[config.mk]
export PLATFORM = sky130hd
export DESIGN_NAME = module_8_64
export DESIGN_NICKNAME = d
export VERILOG_FILES = /design/src/rtl/module_8_64_pkg.sv /design/src/rtl/word_fifo.sv /design/src/rtl/module_8_64.sv
export SDC_FILE = /design/constraint.sdc
export NUM_CORES = 1
export LEC_CHECK = 0
export ABC_CLOCK_PERIOD_IN_PS = 4000
export BUFFER_PORTS_ARGS = -buffer_cell sky130_fd_sc_hd__buf_2
export CAP_MARGIN = 10
export CELL_PAD_IN_SITES_DETAIL_PLACEMENT = 1
export CELL_PAD_IN_SITES_GLOBAL_PLACEMENT = 1
export CORE_MARGIN = 4
export CORE_UTILIZATION = 50
export DETAILED_ROUTE_END_ITERATION = 10
export GPL_TIMING_DRIVEN = 0
export MAX_ROUTING_LAYER = met4
export PLACE_DENSITY_LB_ADDON = 0.1
export SLEW_MARGIN = 20
export SYNTH_ARGS = -nofsm -noshare
export SYNTH_HDL_FRONTEND = slang
export SYNTH_SLANG_ARGS = --single-unit
[constraint.sdc]
create_clock -name clk -period 4 [get_ports clk]
set_clock_uncertainty 0.2 [all_clocks]
set_input_delay 0.4 -clock clk [delete_from_list [all_inputs] [get_ports clk]]
set_output_delay 0.4 -clock clk [all_outputs]
set_load 0.02 [all_outputs]
[src/rtl/module_8_64_pkg.sv]
// Shared types for the module_8_64 byte-to-word assembler.
// The checksum field is only populated when MODULE_8_64_CHK_EN is defined.
package module_8_64_pkg;

    localparam int BYTES_PER_WORD = 8;
    localparam int WORD_W         = 8 * BYTES_PER_WORD;

    typedef enum logic [1:0] {
        IDLE,
        REQ,
        COLLECT,
        PUSH
    } state_t;

    typedef struct packed {
        logic [WORD_W-1:0] data;
        logic [3:0]        bytes;
        logic [7:0]        chk;
    } fifo_entry_t;

endpackage

[src/rtl/word_fifo.sv]
// First-word-fall-through FIFO of assembled words; head fields read as zero while empty.
// Checksum storage exists only when MODULE_8_64_CHK_EN is defined.
module word_fifo
    import module_8_64_pkg::*;
#(
    parameter int FIFO_DEPTH = 4
) (
    input  logic        clk,
    input  logic        reset_n,
    input  logic        push_i,
    input  fifo_entry_t entry_i,
    input  logic        pop_i,
    output logic        full_o,
    output logic        valid_o,
    output fifo_entry_t head_o
);

    localparam int PTR_W = $clog2(FIFO_DEPTH);
    localparam int CNT_W = PTR_W + 1;
    localparam logic [CNT_W-1:0] FULL_CNT = CNT_W'(FIFO_DEPTH);

    logic [WORD_W-1:0] data_mem  [FIFO_DEPTH];
    logic [3:0]        bytes_mem [FIFO_DEPTH];
`ifdef MODULE_8_64_CHK_EN
    logic [7:0]        chk_mem   [FIFO_DEPTH];
`else
    logic              unused_chk;
    assign unused_chk = ^entry_i.chk;
`endif

    logic [PTR_W-1:0] wr_ptr_q, wr_ptr_d, rd_ptr_q, rd_ptr_d;
    logic [CNT_W-1:0] count_q, count_d;
    logic             do_push, do_pop;

    assign valid_o = (count_q != '0);
    assign full_o  = (count_q == FULL_CNT);
    assign do_pop  = pop_i && valid_o;
    // A pop in the same cycle frees the slot, so push-while-full is accepted then.
    assign do_push = push_i && (!full_o || do_pop);

    always_comb begin
        wr_ptr_d = wr_ptr_q;
        rd_ptr_d = rd_ptr_q;
        count_d  = count_q;
        if (do_push) wr_ptr_d = wr_ptr_q + PTR_W'(1);
        if (do_pop)  rd_ptr_d = rd_ptr_q + PTR_W'(1);
        case ({do_push, do_pop})
            2'b10:   count_d = count_q + CNT_W'(1);
            2'b01:   count_d = count_q - CNT_W'(1);
            default: count_d = count_q;
        endcase
    end

    always_ff @(posedge clk) begin
        if (!reset_n) begin
            wr_ptr_q <= '0;
            rd_ptr_q <= '0;
            count_q  <= '0;
        end else begin
            wr_ptr_q <= wr_ptr_d;
            rd_ptr_q <= rd_ptr_d;
            count_q  <= count_d;
        end
    end

    // NOTE: storage is left unreset on purpose; head_o is gated by valid_o so stale entries never leak out.
    always_ff @(posedge clk) begin
        if (do_push) begin
            data_mem[wr_ptr_q]  <= entry_i.data;
            bytes_mem[wr_ptr_q] <= entry_i.bytes;
`ifdef MODULE_8_64_CHK_EN
            chk_mem[wr_ptr_q]   <= entry_i.chk;
`endif
        end
    end

    always_comb begin
        head_o = '0;
        if (valid_o) begin
            head_o.data  = data_mem[rd_ptr_q];
            head_o.bytes = bytes_mem[rd_ptr_q];
`ifdef MODULE_8_64_CHK_EN
            head_o.chk   = chk_mem[rd_ptr_q];
`endif
        end
    end

endmodule

[src/rtl/module_8_64.sv]
// Requests words from an upstream serializer, packs up to 8 bytes per word, queues them in word_fifo.
// Define MODULE_8_64_CHK_EN to compute and present a per-word XOR checksum on chk_out.
module module_8_64
    import module_8_64_pkg::*;
#(
    parameter int FIFO_DEPTH = 4
) (
    input  logic        clk,
    input  logic        reset_n,
    input  logic        ready_in,
    output logic        req_data,
    input  logic        strobe_in,
    input  logic [7:0]  data_in,
    input  logic        data_end_in,
    output logic        word_valid,
    input  logic        word_ready,
    output logic [63:0] word_data,
    output logic [3:0]  word_bytes,
    output logic        err_drop,
    output logic [7:0]  chk_out
);

    localparam logic [3:0] LAST_BYTE = 4'(BYTES_PER_WORD - 1);

    state_t            state_q, state_d;
    logic [WORD_W-1:0] asm_q, asm_d;
    logic [3:0]        cnt_q, cnt_d;
    logic              err_q, err_d;
    logic              push;
    logic              fifo_full;
    fifo_entry_t       push_entry, head;
`ifdef MODULE_8_64_CHK_EN
    logic [7:0]        chk_q, chk_d;
`endif

    // NOTE: every combinational output gets a default first so no path leaves it unassigned (no latches).
    always_comb begin
        state_d  = state_q;
        asm_d    = asm_q;
        cnt_d    = cnt_q;
        err_d    = err_q;
        push     = 1'b0;
        req_data = 1'b0;
`ifdef MODULE_8_64_CHK_EN
        chk_d    = chk_q;
`endif
        // Bytes arriving outside an open request are discarded but remembered.
        if (strobe_in && (state_q != COLLECT)) err_d = 1'b1;

        case (state_q)
            IDLE: begin
                if (ready_in && !fifo_full) state_d = REQ;
            end
            REQ: begin
                req_data = 1'b1;
                state_d  = COLLECT;
            end
            COLLECT: begin
                if (strobe_in) begin
                    asm_d[{cnt_q[2:0], 3'b000} +: 8] = data_in;
                    cnt_d = cnt_q + 4'd1;
`ifdef MODULE_8_64_CHK_EN
                    chk_d = chk_q ^ data_in;
`endif
                    if (data_end_in || (cnt_q == LAST_BYTE)) state_d = PUSH;
                end
            end
            PUSH: begin
                push    = 1'b1;
                asm_d   = '0;
                cnt_d   = '0;
`ifdef MODULE_8_64_CHK_EN
                chk_d   = '0;
`endif
                state_d = IDLE;
            end
            default: state_d = IDLE;
        endcase
    end

    // NOTE: state updates use non-blocking assignments so all registers sample the same pre-edge values.
    always_ff @(posedge clk) begin
        if (!reset_n) begin
            state_q <= IDLE;
            asm_q   <= '0;
            cnt_q   <= '0;
            err_q   <= 1'b0;
`ifdef MODULE_8_64_CHK_EN
            chk_q   <= '0;
`endif
        end else begin
            state_q <= state_d;
            asm_q   <= asm_d;
            cnt_q   <= cnt_d;
            err_q   <= err_d;
`ifdef MODULE_8_64_CHK_EN
            chk_q   <= chk_d;
`endif
        end
    end

    always_comb begin
        push_entry.data  = asm_q;
        push_entry.bytes = cnt_q;
`ifdef MODULE_8_64_CHK_EN
        push_entry.chk   = chk_q;
`else
        push_entry.chk   = '0;
`endif
    end

    word_fifo #(
        .FIFO_DEPTH(FIFO_DEPTH)
    ) u_word_fifo (
        .clk     (clk),
        .reset_n (reset_n),
        .push_i  (push),
        .entry_i (push_entry),
        .pop_i   (word_ready),
        .full_o  (fifo_full),
        .valid_o (word_valid),
        .head_o  (head)
    );

    assign word_data  = head.data;
    assign word_bytes = head.bytes;
    assign chk_out    = head.chk;
    assign err_drop   = err_q;

endmodule

==> impl_metrics.ini <==
[outcome]
status = complete, no violations

[grt]
grt_max_degree = 41
first_global_vias = 8363
antenna_found_initial = 0
grt_pass1_wl_um = 49300
grt_usage_pct = 21.7
grt-ovfl-total = 0

[worst_setup_path]
crit_fanout = 10
cp_top_family = buffers and inverters
max_stage_delay_ns = 0.59
cp_cell_sequence = or3_1 -> clkbuf_1 -> clkbuf_1 -> nand3_1 -> fa_1 -> or3b_2 -> o21ai_0 -> nand2b_1 -> a21boi_0
end_kind = register
path_buf_inv = 2
cp-start-kind = register
cp.arrival_ns = 3.69
cp_common_cell = clkbuf_1
cp_data_required_time_ns = 4.22
cpMaxStageDelayCell = clkbuf_1
worstSetupPathType = reg2reg

[cts]
clkSinkCount = 352
clk_pin_slew_worst_paths_ns = 0.06
root_buffer = clkbuf_16
htreeDepth = 2
cts_setup_buffers = 0
clk_latency_ns = 0.51
tritoncts = built
cts.path.max_buffers = 3
hold_buffers = 2
ctsResizeCount = 0
numCtsBuffers = 37

[routing]
num_vias = 7602
drt_iter0_markers = 594
vias_per_cell = 5.76
wire_per_inst_um = 23.6
drt_wl_total_um = 31100
drc_errors = 0
drtAntennaViolNets = 0
firstDrtPassIters = 4

[pwr]
peakVddDrop_v = 0.000381
p_leak_uw = 0.00549
finalPower_uw = 8060
power.density_nw_per_um2 = 509

[synthesis]
avgSynthCellArea_um2 = 16.8
synth_top_family_by_area = multiplexers
synth_adder_area_share_pct = 1.34
yosys.area_share.xor_xnor_pct = 0.512
synth.top_cell.area_share_pct = 59.7
postSynthCellCount = 816
synthDistinctLibCells = 45
yosysTopAreaCell = edfxtp_1
synth_mux_area_share_pct = 11.6
synth.area.top_cells = edfxtp_1 60%, dfxtp_1 12%, mux4_2 11%
synthesis.area_um2 = 13700
seq_area_frac_synth_pct = 71.4
synth_commonest_cells = 272 x edfxtp_1, 82 x and2_1, 80 x dfxtp_1, 68 x mux4_2, 50 x nand3_1
async_flop_share_pct = 0
synthFlopType = edfxtp_1
synth-edff-count = 272
ys_warn_count = 0
synth_compound_area_share_pct = 3.91
synth_seq_cells = 352
yosysMostFrequentCell = edfxtp_1
synth-simple-area-share_pct = 9.00

[placed_design]
dp_hpwl_um = 20900
pre_cts_ws_ns = 0.582
globalplace.congestion = 0.857
io_buffers = 82

[die]
die_area_um2 = 30100
ios = 93
rows = 60
core_area_um2 = 27000
start_util_pct = 50.8
die_w_um = 173
die_h_um = 173

[layout]
drive_gt1_share_pct = 24.4
utilization_pct = 58.8
finalNetCount = 978
n_antenna_cell = 0
area_delta_synth_final_pct = 15.8

[timing]
fin_crit_sh_pct = 86.7
finalMaxSlewViolations = 0
tns_ns = 0
rsz0062_at_grt = no
setup_ws_ns = 0.532
tightest_slew_ns = 0.793
setup_viol = 0
max_freq_ghz = 0.288
finalHoldViolations = 0
slew_headroom_pct = 46.9
post-route-min-period_ns = 3.47

[job]
cap_violations = 0

[hold_path]
hold_path.class = in2reg
[state kept, by name, summed over array words and instances (netlist names), named ones only]
name and cells:
u_word_fifo.data_mem 256, asm_q 64, u_word_fifo.bytes_mem 16, cnt_q 4
u_word_fifo.count_q 3, state_q 2, u_word_fifo.rd_ptr_q 2, u_word_fifo.wr_ptr_q 2
err_drop 1
[area by class of cell]
type,count,area (um2)
plain buffers,53,267
clock buffers,55,1060
clock inverters,12,95.1
fillers,2468,11100
inverters,10,37.5
multi-input cells,408,3640
flip-flops and latches,352,9770
well taps,341,427
repair buffers,88,541
[stage by stage]
step	hold slack, ns	instances	cell area (um2)
floorplan	0.254	823	13700
global placement	0.246	1246	14500
detailed placement	0.259	1250	14700
CTS	0.00980	1319	15800
global route	0.0347	1319	15800
finish	0.0263	1319	15800
[tightest hold or removal path: stages]
cell and delay (ns):
buf_2 0.13, nand2_1 0.09, o2bb2ai_1 0.07
[routing by layer]
| layer | GRT usage [%] | share of wire, % | up-vias | routed length [um] |
|---|---|---|---|---|
| li1 | - | - | 3405 | - |
| met1 | 28.5 | 44 | 3985 | 13600 |
| met2 | 36.5 | 51 | 171 | 15900 |
| met3 | 2.94 | 3.5 | 41 | 1080 |
| met4 | 5.22 | 1.6 | 0 | 509 |
| met5 | - | 0 | - | 0 |
[where the power goes]
| group | switching, uW | internal, uW | total, uW |
|---|---|---|---|
| combinational | 464 | 278 | 742 |
| sequential | 47.9 | 4020 | 4070 |
| clock | 1330 | 1910 | 3240 |
| total | 1840 | 6220 | 8060 |
[worst paths after layout]
| kind | slack (ns) | startpoint | endpoint | cells after the start |
|---|---|---|---|---|
| worst max-delay path | 0.53 | u_word_fifo.count_q[0]$_SDFFE_PN0P_ | u_word_fifo.count_q[2]$_SDFFE_PN0P_ | 9 |
| worst min register to register | 0.27 | err_drop$_SDFFE_PN0P_ | err_drop$_SDFFE_PN0P_ | 1 |
| worst min-delay path | 0.03 | data_in[2] | asm_q[50]$_SDFFE_PN0P_ | 3 |
| worst max register to register | 0.53 | u_word_fifo.count_q[0]$_SDFFE_PN0P_ | u_word_fifo.count_q[2]$_SDFFE_PN0P_ | 9 |
[placed cells by master (no fill, tap or decap), drive strengths merged, types with 2 or more instances in the layout]
cell type    count
mux2i            4
and2            82
or3b             2
and2b            3
nor2b           13
o21ai           45
ha              13
inv             12
clkinv           9
dlygate4sd3      2
a22o             8
o22ai            2
conb             8
o2bb2ai          3
o21a             6
nand4            9
nor2            12
a21oi            4
nand4b           5
edfxtp         272
nor4             3
dfxtp           80
a21boi          13
mux4            68
nand3           50
clkbuf          78
xnor2            5
xor2             3
or3              3
buf            116
nand2           32
a31oi            2
[cells by family (layout without fill, tap and decap cells)]
logic type      after synthesis  after routing
flops                       352            352
simple gates                219            219
compound gates               86             86
mux                          73             73
buf+inv                      63            218
fa+ha+maj                    14             14
xor+xnor                      8              8
other cells                   1              8
Power figures use the tool's default switching activity.
